**src/rtl/keyboard_ctrl.sv**
```systemverilog
// keyboard_ctrl: turns raw PS/2 scancode bytes into ROM lookups and one-cycle character strobes.
// Ports: clk, reset_n (async active-low), scan_code/scan_valid in, rom_addr out / rom_data in,
//        char_out/char_valid, shift_active, caps_lock, lang_sel, overrun (sticky) out.
module keyboard_ctrl (
    input  logic       clk,
    input  logic       reset_n,
    input  logic [7:0] scan_code,
    input  logic       scan_valid,
    output logic [9:0] rom_addr,
    input  logic [7:0] rom_data,
    output logic [7:0] char_out,
    output logic       char_valid,
    output logic       shift_active,
    output logic       caps_lock,
    output logic       lang_sel,
    output logic       overrun
);

    typedef enum logic [2:0] {
        IDLE,
        BRK,
        EXT,
        EXT_BRK,
        LK1,
        LK2
    } state_t;

    localparam logic [7:0] SC_BRK  = 8'hF0;
    localparam logic [7:0] SC_EXT  = 8'hE0;
    localparam logic [7:0] SC_LSH  = 8'h12;
    localparam logic [7:0] SC_RSH  = 8'h59;
    localparam logic [7:0] SC_CAPS = 8'h58;
    localparam logic [7:0] SC_LANG = 8'h0E;

    state_t     state_q, state_d;
    logic [9:0] rom_addr_q, rom_addr_d;
    logic [7:0] char_out_q, char_out_d;
    logic       char_valid_q, char_valid_d;
    logic       lsh_q, lsh_d;
    logic       rsh_q, rsh_d;
    logic       caps_q, caps_d;
    logic       caps_held_q, caps_held_d;
    logic       lang_q, lang_d;
    logic       lang_held_q, lang_held_d;
    logic       overrun_q, overrun_d;

    always_comb begin
        state_d      = state_q;
        rom_addr_d   = rom_addr_q;
        char_out_d   = char_out_q;
        char_valid_d = 1'b0;
        lsh_d        = lsh_q;
        rsh_d        = rsh_q;
        caps_d       = caps_q;
        caps_held_d  = caps_held_q;
        lang_d       = lang_q;
        lang_held_d  = lang_held_q;
        overrun_d    = overrun_q;

        unique case (state_q)
            IDLE: begin
                if (scan_valid) begin
                    if (scan_code == SC_BRK) begin
                        state_d = BRK;
                    end else if (scan_code == SC_EXT) begin
                        state_d = EXT;
                    end else if (scan_code == SC_LSH) begin
                        lsh_d = 1'b1;
                    end else if (scan_code == SC_RSH) begin
                        rsh_d = 1'b1;
                    end else if (scan_code == SC_CAPS) begin
                        // Typematic repeats arrive while held; toggle only on first make.
                        if (!caps_held_q) begin
                            caps_d      = ~caps_q;
                            caps_held_d = 1'b1;
                        end
                    end else if (scan_code == SC_LANG) begin
                        if (!lang_held_q) begin
                            lang_d      = ~lang_q;
                            lang_held_d = 1'b1;
                        end
                    end else begin
                        // Modifiers are frozen into the address here.
                        rom_addr_d = {lang_q, (lsh_q | rsh_q) ^ caps_q, scan_code};
                        state_d    = LK1;
                    end
                end
            end
            BRK: begin
                if (scan_valid) begin
                    if (scan_code == SC_LSH) begin
                        lsh_d = 1'b0;
                    end else if (scan_code == SC_RSH) begin
                        rsh_d = 1'b0;
                    end else if (scan_code == SC_CAPS) begin
                        caps_held_d = 1'b0;
                    end else if (scan_code == SC_LANG) begin
                        lang_held_d = 1'b0;
                    end
                    state_d = IDLE;
                end
            end
            EXT: begin
                if (scan_valid) begin
                    state_d = (scan_code == SC_BRK) ? EXT_BRK : IDLE;
                end
            end
            EXT_BRK: begin
                if (scan_valid) begin
                    state_d = IDLE;
                end
            end
            LK1: begin
                // ROM registers rom_addr on this edge.
                if (scan_valid) begin
                    overrun_d = 1'b1;
                end
                state_d = LK2;
            end
            LK2: begin
                if (scan_valid) begin
                    overrun_d = 1'b1;
                end
                if (rom_data != 8'h00 && rom_data != 8'hFF) begin
                    char_out_d   = rom_data;
                    char_valid_d = 1'b1;
                end
                state_d = IDLE;
            end
            default: begin
                state_d = IDLE;
            end
        endcase
    end

    always_ff @(posedge clk or negedge reset_n) begin
        if (!reset_n) begin
            state_q      <= IDLE;
            rom_addr_q   <= '0;
            char_out_q   <= '0;
            char_valid_q <= 1'b0;
            lsh_q        <= 1'b0;
            rsh_q        <= 1'b0;
            caps_q       <= 1'b0;
            caps_held_q  <= 1'b0;
            lang_q       <= 1'b0;
            lang_held_q  <= 1'b0;
            overrun_q    <= 1'b0;
        end else begin
            state_q      <= state_d;
            rom_addr_q   <= rom_addr_d;
            char_out_q   <= char_out_d;
            char_valid_q <= char_valid_d;
            lsh_q        <= lsh_d;
            rsh_q        <= rsh_d;
            caps_q       <= caps_d;
            caps_held_q  <= caps_held_d;
            lang_q       <= lang_d;
            lang_held_q  <= lang_held_d;
            overrun_q    <= overrun_d;
        end
    end

    assign rom_addr     = rom_addr_q;
    assign char_out     = char_out_q;
    assign char_valid   = char_valid_q;
    assign shift_active = lsh_q | rsh_q;
    assign caps_lock    = caps_q;
    assign lang_sel     = lang_q;
    assign overrun      = overrun_q;

endmodule

```
**config.mk**
```make
export PLATFORM = sky130hd
export DESIGN_NAME = keyboard_ctrl
export DESIGN_NICKNAME = d
export VERILOG_FILES = /design/src/rtl/keyboard_ctrl.sv
export SDC_FILE = /design/constraint.sdc
export NUM_CORES = 1
export LEC_CHECK = 0
export BUFFER_PORTS_ARGS = -buffer_cell sky130_fd_sc_hd__clkbuf_2
export CORE_UTILIZATION = 40
export CTS_CLUSTER_DIAMETER = 50
export DETAILED_ROUTE_END_ITERATION = 6
export PLACE_DENSITY = 0.72
export SLEW_MARGIN = 20
export SYNTH_ARGS = -nofsm -noshare
export SYNTH_HDL_FRONTEND = slang
export SYNTH_SLANG_ARGS = --single-unit
```
**constraint.sdc**
```tcl
create_clock -name clk -period 4.15 [get_ports clk]
set_input_delay 0.83 -clock clk [delete_from_list [all_inputs] [get_ports clk]]
set_output_delay 0.83 -clock clk [all_outputs]
set_load 0.1 [all_outputs]
```
==> impl_metrics.env, run 1 <==
export IMPL_die_area_um2=3750
export IMPL_numPlacedInstances=196
export IMPL_post_route_min_period_ps=2230
export IMPL_worstSkewPairLatency_ps=320
export IMPL_ant_nets=0
export IMPL_r2r_cells=3
export IMPL_cts_hold_repair_buffers=0
export IMPL_drv_cap=0
export IMPL_timing_fmax_mhz=448
export IMPL_pin_count=42
export IMPL_critical_path_max_stage_delay_ps=660
export IMPL_route_detailed_drc=0
export IMPL_syn_to_final_growth_pct=22.3
export IMPL_grt_overflow=0
export IMPL_final_common_cell="sky130_fd_sc_hd__clkbuf_2"
export IMPL_io_buffers=41
export IMPL_totalWireLength_um=2640
export IMPL_worst_slew_pin_transition_ps=687
export IMPL_cts_htree_levels=2
export IMPL_vias_after_detailed_routing=1047
export IMPL_post_drt_wl_per_cell_um=12.9
export IMPL_drt_iter0_markers=35
export IMPL_cp_data_arrival_time_ps=2440
export IMPL_met2RoutedLength_um=1320
export IMPL_synth_seq_cells=29
export IMPL_final_max_slew_violation_count=0
export IMPL_post_cts_resize_count=0
export IMPL_slew_headroom=0.542
export IMPL_ys_warnings_count=0
export IMPL_core_um2=3360
export IMPL_cp_end_kind="register"
export IMPL_antenna_found_initial=0
export IMPL_clock_sink_count=29
export IMPL_timing_critical_path_cells="clkbuf_2 -> nor4b_1 -> and3_1 -> mux2_4"
export IMPL_via_per_inst=5.13
export IMPL_crit_share_post_route=0.538
export IMPL_timing_hold_worst_path_depth=1
export IMPL_wire_length_of_the_first_global_routing_pass_um=4170
export IMPL_die_height_um=61.3
export IMPL_initial_cell_density_of_the_core=0.418
export IMPL_worst_endpoint_required_ps=4360
export IMPL_largest_net_degree_at_the_start_of_global_routing=30
export IMPL_synth_seq_area_share=0.516
export IMPL_final_cell_mix="41 x sky130_fd_sc_hd__clkbuf_2, 29 x sky130_fd_sc_hd__dfrtp_1, 10 x sky130_fd_sc_hd__mux2_4"
export IMPL_worst_setup_path_type="primary input to register"
export IMPL_gp_routability_congestion=0.863
export IMPL_cts_made_buffers=5
export IMPL_layout_area_seq_um2=726
export IMPL_fin_tns_setup_ps=0
export IMPL_die_width_um=61.3
export IMPL_post_synth_num_cell_types=40
export IMPL_post_cts_setup_buffer_count=0
export IMPL_timing_critical_path_from_type="primary input"
export IMPL_regToRegEndpoint="rom_addr[5]"
export IMPL_synth_nets=131
export IMPL_route_met3_wl_um=93
export IMPL_synthCells=112
export IMPL_synth_area_per_cell_um2=12.5
export IMPL_r2r_slack_ps=2050
export IMPL_drt_pass1_iter_count=6
export IMPL_setup_viol=0
export IMPL_stdcell_count=204
export IMPL_setup_repair_after_global_routing_missed_its_margin="false"
export IMPL_cts_root_to_sink_buffers=2
export IMPL_row_count=21
export IMPL_maxUsedRoutingLayer="met4"
export IMPL_cts_tree="done"
export IMPL_hold_violations=0
export IMPL_worst_hold_path_endpoint="overrun"
export IMPL_hold_path_startpoint="overrun"
export IMPL_min_path_type="register to register"
export IMPL_multi_input_comb_area_um2=648
export IMPL_post_synth_instance_area_um2=1410
export IMPL_worst_setup_path_startpoint="scan_valid"
export IMPL_grt_pass1_vias=909
export IMPL_crit_path_max_fanout=10
export IMPL_timing_critical_path_slowest_stage_cell="sky130_fd_sc_hd__and3_1"
export IMPL_fraction_of_layout_cells_with_a_size_suffix_above_1=0.405
export IMPL_regToRegStartpoint="state_q[0]"
export IMPL_place_detailed_hpwl_um=2020
export IMPL_gr_usage_all_layers=0.157
export IMPL_cts_root_buf="sky130_fd_sc_hd__clkbuf_4"
export IMPL_n_antenna_cell=0
export IMPL_finalClockSkew_ps=6.27
export IMPL_delay_heaviest_family_cp="simple AND/OR/NAND/NOR gates"
export IMPL_layout_nets=176
export IMPL_met1_length_um=1200
export IMPL_cts_clk_slew_worst_paths_ps=90
export IMPL_run_status="finished clean"
export IMPL_n_fill_cell=319
export IMPL_cp_num_buf_inv=1
## flip-flops by register name, indices dropped and copies added, names as in the netlist
name and count:
rom_addr 10, overrun 1, caps_lock 1, rsh_q 1, lang_held_q 1, caps_held_q 1
char_valid 1, char_out 8, lang_sel 1, state_q 3, lsh_q 1
## area by class of cell
class | instances | share of cell area
multi-input cells | 77 | 0.377
clock inverters | 1 | 0.00291
flip-flops and latches | 29 | 0.422
clock buffers | 7 | 0.0379
inverters | 3 | 0.00655
repair buffers | 41 | 0.119
well taps | 46 | 0.0335
## kinds of logic after synthesis
kind of cell | count (synthesis) | share of synthesized area
buf+inv | 6 | 0.0223
mux | 18 | 0.171
xor+xnor | 3 | 0.0187
flops | 29 | 0.516
compound gates | 18 | 0.0926
simple gates | 38 | 0.179
## through the flow
stage	instance area (um^2)	worst slack [ps]	hold WS (ps)	utilization
6_report	1720	1920	470	0.511
5_1_grt	1720	1820	504	0.511
4_1_cts	1720	1900	471	0.511
3_5_place_dp	1650	1620	450	0.490
3_3_place_gp	1650	1630	443	0.490
2_1_floorplan	1410	2040	461	-
## synth_stat cells
cell | number | area share
sky130_fd_sc_hd__or3b_1 | 2 | 0.012
sky130_fd_sc_hd__o21ai_1 | 2 | 0.0071
sky130_fd_sc_hd__nor4_1 | 2 | 0.0089
sky130_fd_sc_hd__dfrtp_1 | 29 | 0.52
sky130_fd_sc_hd__xor2_1 | 3 | 0.019
sky130_fd_sc_hd__and3_1 | 2 | 0.0089
sky130_fd_sc_hd__nor4_2 | 1 | 0.0089
sky130_fd_sc_hd__and4bb_1 | 1 | 0.0089
sky130_fd_sc_hd__nand4_1 | 3 | 0.013
sky130_fd_sc_hd__nand4bb_1 | 1 | 0.0080
sky130_fd_sc_hd__nand3_1 | 7 | 0.025
sky130_fd_sc_hd__a21oi_1 | 1 | 0.0036
sky130_fd_sc_hd__a2111oi_0 | 2 | 0.012
sky130_fd_sc_hd__mux2_1 | 8 | 0.064
sky130_fd_sc_hd__nor3_1 | 3 | 0.011
sky130_fd_sc_hd__nand3b_1 | 1 | 0.0053
sky130_fd_sc_hd__o21ai_0 | 3 | 0.011
sky130_fd_sc_hd__nand2_1 | 4 | 0.011
sky130_fd_sc_hd__or2_2 | 1 | 0.0045
sky130_fd_sc_hd__and4bb_2 | 1 | 0.0089
sky130_fd_sc_hd__nor3b_2 | 1 | 0.0089
sky130_fd_sc_hd__o211ai_1 | 2 | 0.011
sky130_fd_sc_hd__o311a_1 | 1 | 0.0071
sky130_fd_sc_hd__nor2b_1 | 1 | 0.0045
sky130_fd_sc_hd__a21o_1 | 2 | 0.011
sky130_fd_sc_hd__buf_6 | 1 | 0.0080
sky130_fd_sc_hd__o31a_1 | 1 | 0.0062
sky130_fd_sc_hd__clkbuf_1 | 1 | 0.0027
sky130_fd_sc_hd__inv_1 | 3 | 0.0080
sky130_fd_sc_hd__o32a_1 | 1 | 0.0071
sky130_fd_sc_hd__nor4b_1 | 1 | 0.0062
sky130_fd_sc_hd__nor3b_1 | 1 | 0.0053
sky130_fd_sc_hd__buf_2 | 1 | 0.0036
sky130_fd_sc_hd__mux2_4 | 10 | 0.11
sky130_fd_sc_hd__a22o_1 | 1 | 0.0062
sky130_fd_sc_hd__and3b_1 | 1 | 0.0062
sky130_fd_sc_hd__and3_2 | 1 | 0.0053
sky130_fd_sc_hd__nor2_1 | 3 | 0.0080
sky130_fd_sc_hd__a31oi_1 | 1 | 0.0045
sky130_fd_sc_hd__o311ai_1 | 1 | 0.0062
## worst max-delay path by stage
stage	end	slack, ps	depth (start not counted)
global placement	rom_addr[4]	1630	4
CTS	shift_active	1900	2
detailed placement	rom_addr[5]	1620	4
floorplan	lang_held_q	2040	4
finish	rom_addr[5]	1920	4
global route	rom_addr[5]	1820	5
## metal layers
metal	vias up	track usage
met3	4	0.0567
met5	-	0
met1	510	0.210
met4	0	0.0584
met2	14	0.236
li1	519	-
Power of run 1 is not shown: default switching activity piles up to over one toggle a cycle in this logic, so the estimate is an artifact.
==> inputs of run 2 (changes only) <==
clock period = 2.25 ns   (was 4.15 ns; I/O delays follow)
==> run 2 against run 1 <==
Compared with the run above:
- wire length rose by 7.4%
- die area did not move
- critical path type is now register to output pin
- largest cell class unchanged
- setup slack got worse by 1500 ps
- first-iteration DRC count fell by 34%
- non-clock buffer count rose by 3
- core utilization rose by 0.22 points
- critical path depth fell by 2
- register-to-register slack got worse by 1500 ps
- global-route usage rose by 1.2 points
- sequential share of layout area fell by 0.18 points
- final cell count rose by 0.98%
==> impl_metrics.env, run 2 (same netlist as run 1, synthesis figures left out) <==
export IMPL_finalClockSkew_ps=4.45
export IMPL_layout_area_seq_um2=726
export IMPL_gp_routability_congestion=0.937
export IMPL_setup_repair_after_global_routing_missed_its_margin="false"
export IMPL_via_per_inst=5.26
export IMPL_route_detailed_drc=0
export IMPL_die_area_um2=3750
export IMPL_timing_critical_path_from_type="register"
export IMPL_numPlacedInstances=199
export IMPL_fin_tns_setup_ps=0
export IMPL_place_detailed_hpwl_um=2120
export IMPL_timing_fmax_mhz=548
export IMPL_totalWireLength_um=2830
export IMPL_multi_input_comb_area_um2=648
export IMPL_cts_tree="done"
export IMPL_worst_slew_pin_transition_ps=690
export IMPL_vias_after_detailed_routing=1084
export IMPL_hold_violations=0
export IMPL_cts_clk_slew_worst_paths_ps=90
export IMPL_grt_pass1_vias=994
export IMPL_cts_made_buffers=5
export IMPL_min_path_type="primary input to asynchronous set/reset pin"
export IMPL_r2r_slack_ps=540
export IMPL_core_um2=3360
export IMPL_drt_iter0_markers=23
export IMPL_wire_length_of_the_first_global_routing_pass_um=4620
export IMPL_io_buffers=41
export IMPL_final_max_slew_violation_count=0
export IMPL_row_count=21
export IMPL_initial_cell_density_of_the_core=0.418
export IMPL_gr_usage_all_layers=0.170
export IMPL_post_drt_wl_per_cell_um=13.7
export IMPL_crit_path_max_fanout=2
export IMPL_die_height_um=61.3
export IMPL_post_cts_resize_count=0
export IMPL_n_antenna_cell=0
export IMPL_final_cell_mix="41 x sky130_fd_sc_hd__clkbuf_2, 29 x sky130_fd_sc_hd__dfrtp_1, 10 x sky130_fd_sc_hd__mux2_4"
export IMPL_regToRegEndpoint="rom_addr[9]"
export IMPL_crit_share_post_route=0.811
export IMPL_pin_count=42
export IMPL_postPlaceCellArea_um2=1670
export IMPL_cts_root_to_sink_buffers=2
export IMPL_die_width_um=61.3
export IMPL_ant_nets=0
export IMPL_cp_end_kind="output pin"
export IMPL_post_cts_setup_buffer_count=0
export IMPL_regToRegStartpoint="state_q[0]"
export IMPL_cts_htree_levels=2
export IMPL_grt_overflow=0
export IMPL_cp_data_arrival_time_ps=1370
export IMPL_cts_hold_repair_buffers=0
export IMPL_final_common_cell="sky130_fd_sc_hd__clkbuf_2"
export IMPL_n_fill_cell=344
export IMPL_drt_pass1_iter_count=4
export IMPL_r2r_cells=4
export IMPL_finalInstanceArea_um2=1730
export IMPL_worst_setup_path_type="register to output pin"
export IMPL_worstSkewPairLatency_ps=320
export IMPL_largest_net_degree_at_the_start_of_global_routing=30
export IMPL_clock_sink_count=29
export IMPL_syn_to_final_growth_pct=22.8
export IMPL_post_route_min_period_ps=1820
export IMPL_cts_root_buf="sky130_fd_sc_hd__clkbuf_4"
export IMPL_stdcell_count=206
export IMPL_worst_endpoint_required_ps=1800
export IMPL_fraction_of_layout_cells_with_a_size_suffix_above_1=0.406
export IMPL_drv_cap=0
export IMPL_run_status="finished clean"
export IMPL_antenna_found_initial=0
export IMPL_setup_viol=0
export IMPL_largest_register_ff_count=10
export IMPL_layout_nets=179
export IMPL_slew_headroom=0.540
==> run 2: how the worst max path moves through the flow <==
stage / start / end / depth (start not counted) / slack, ps
after floorplan: scan_code[1] / lang_held_q / 4 / 520
after global placement: scan_code[1] / lang_held_q / 5 / 320
after detailed placement: scan_code[1] / lang_held_q / 5 / 290
after CTS: rsh_q / shift_active / 2 / 400
after global routing: rsh_q / shift_active / 2 / 350
final: rsh_q / shift_active / 2 / 430
==> run 2: routing by layer <==
metal  GRT usage  up-vias  part of all wire
met2       0.262       23              0.51
met4      0.0487        0            0.0074
met5           0        -                 0
li1            -      518                 -
met1       0.232      541              0.45
met3      0.0504        2             0.035
==> run 2: cell type report <==
cell class              count  area share
clock buffers               7      0.0319
inverters                   3     0.00653
multi-input cells          77       0.376
flip-flops and latches     29       0.421
well taps                  46      0.0334
repair buffers             44       0.132
==> run 2: metrics by stage <==
stage | setup WS (ps) | util | hold slack, ps
global placement | 321 | 0.497 | 445
floorplan | 520 | - | 154
global route | 353 | 0.513 | 205
detailed placement | 291 | 0.497 | 447
finish | 425 | 0.513 | 163
CTS | 404 | 0.513 | 182
==> run 2: worst max-delay path, cell delays in order, from the launching register on <==
cell                       delay (ps)
sky130_fd_sc_hd__dfrtp_1          380
sky130_fd_sc_hd__or2_2            310
sky130_fd_sc_hd__clkbuf_2         380
Power of run 2 is left out for the same reason.
==> inputs of run 3 (changes only) <==
PLACE_DENSITY = 0.74   (was 0.72)
clock period = 1.6 ns   (was 2.25 ns; I/O delays follow)
==> run 3 against run 2 <==
Compared with the run above:
- sequential share of layout area decreased by 4.9 points
- clock-buffer cell count unchanged
- flip-flop and latch count did not move
- cell area up 13%
- hold slack lost 140 ps
- critical endpoint is now lang_held_q
==> impl_metrics.env, run 3 (same netlist as run 1, synthesis figures left out) <==
export IMPL_grt_overflow=0
export IMPL_fin_hold_ws_ps=25.9
export IMPL_finalClockSkew_ps=2.60
export IMPL_worstSkewPairLatency_ps=330
export IMPL_vias_after_detailed_routing=1184
export IMPL_place_detailed_hpwl_um=2360
export IMPL_timing_fmax_mhz=643
export IMPL_n_antenna_cell=0
export IMPL_largest_register_ff_count=10
export IMPL_cp_end_kind="register"
export IMPL_largest_net_degree_at_the_start_of_global_routing=30
export IMPL_timing_critical_path_slowest_stage_cell="sky130_fd_sc_hd__dfrtp_1"
export IMPL_cp_num_buf_inv=1
export IMPL_ant_nets=0
export IMPL_via_per_inst=5.17
export IMPL_post_drt_wl_per_cell_um=13.3
export IMPL_crit_path_max_fanout=8
export IMPL_run_status="finished clean"
export IMPL_die_area_um2=3750
export IMPL_clock_sink_count=29
export IMPL_cts_htree_levels=2
export IMPL_drt_pass1_iter_count=5
export IMPL_cts_hold_repair_buffers=0
export IMPL_antenna_found_initial=0
export IMPL_cp_data_arrival_time_ps=1770
export IMPL_layout_nets=201
export IMPL_fraction_of_layout_cells_with_a_size_suffix_above_1=0.519
export IMPL_cts_tree="done"
export IMPL_row_count=21
export IMPL_n_fill_cell=305
export IMPL_grt_pass1_vias=1121
export IMPL_final_common_cell="sky130_fd_sc_hd__clkbuf_2"
export IMPL_final_cell_mix="39 x sky130_fd_sc_hd__clkbuf_2, 27 x sky130_fd_sc_hd__dfrtp_1, 25 x sky130_fd_sc_hd__buf_4"
export IMPL_dpl_worst_slack_ps=-184
export IMPL_hold_violations=0
export IMPL_timing_critical_path_cells="buf_4 -> o311a_1 -> nand4_1 -> mux2_1"
export IMPL_worst_slew_pin_transition_ps=713
export IMPL_totalWireLength_um=3050
export IMPL_delay_heaviest_family_cp="flip-flops"
export IMPL_setup_repair_after_global_routing_missed_its_margin="false"
export IMPL_layout_area_seq_um2=728
export IMPL_cts_root_buf="sky130_fd_sc_hd__clkbuf_4"
export IMPL_io_buffers=41
export IMPL_cts_clk_slew_worst_paths_ps=90
export IMPL_syn_to_final_growth_pct=39.4
export IMPL_die_height_um=61.3
export IMPL_min_path_type="primary input to asynchronous set/reset pin"
export IMPL_initial_cell_density_of_the_core=0.418
export IMPL_timing_critical_path_from_type="register"
export IMPL_multi_input_comb_area_um2=673
export IMPL_slew_headroom=0.525
export IMPL_setup_viol=0
export IMPL_final_max_slew_violation_count=0
export IMPL_route_detailed_drc=0
export IMPL_worst_endpoint_required_ps=1810
export IMPL_post_route_min_period_ps=1550
export IMPL_worst_setup_path_type="register to register"
export IMPL_drt_iter0_markers=30
export IMPL_pin_count=42
export IMPL_gr_usage_all_layers=0.181
export IMPL_cts_made_buffers=5
export IMPL_wire_length_of_the_first_global_routing_pass_um=4870
export IMPL_die_width_um=61.3
export IMPL_drv_cap=0
export IMPL_cts_root_to_sink_buffers=2
export IMPL_gp_routability_congestion=0.910
export IMPL_critical_path_max_stage_delay_ps=420
export IMPL_core_um2=3360
export IMPL_crit_share_post_route=0.972
export IMPL_r2r_slack_ps=50
export IMPL_final_setup_worst_slack_ps=45.0
==> run 3: cell count changes in the layout (fill, tap and decap cells not counted), sizes merged <==
cell	change
buf	+24
clkbuf	-2
clkinv	+1
==> run 3: worst paths after layout <==
check	startpoint	to	depth (start not counted)
hold / removal	reset_n	char_valid	1
setup / recovery	state_q[0]	lang_held_q	4
hold reg to reg	overrun	overrun	1
max in group asynchronous	reset_n	state_q[2]	1
min in group clk	rom_data[1]	char_out[1]	2
setup reg to reg	state_q[0]	lang_held_q	4
==> run 3: area by class of cell <==
class                           instances  share of cell area
Clock buffer                            7              0.0332
Clock inverter                          1             0.00256
Inverter                                3             0.00575
Multi-Input combinational cell         77               0.344
Sequential cell                        29               0.372
Tap cell                               46              0.0294
Timing Repair Buffer                   66               0.213
==> run 3: timing repair <==
action	CTS	global route
endpoints found under the setup margin	11	21
setup buffers	0	0
resized for setup	2	8
pin swaps	2	0
==> run 3: layer usage <==
metal / GRT usage / share of wire / vias to the layer above / wire [um]
li1: - / - / 572 / -
met1: 0.222 / 0.45 / 592 / 1360
met2: 0.298 / 0.51 / 15 / 1570
met3: 0.0504 / 0.029 / 5 / 90
met4: 0.0779 / 0.011 / 0 / 34
met5: 0 / 0 / - / 0
==> run 3: metrics by stage <==
| step | area, um^2 | cells | util | TNS, ps |
|---|---|---|---|---|
| after floorplan | 1410 | 112 | - | 0 |
| final | 1960 | 229 | 0.582 | 0 |
| after detailed placement | 1860 | 221 | 0.552 | -1680 |
| after global placement | 1860 | 221 | 0.552 | -1300 |
| after CTS | 1940 | 229 | 0.576 | 0 |
| after global routing | 1960 | 229 | 0.582 | 0 |
Power of run 3 is left out for the same reason.
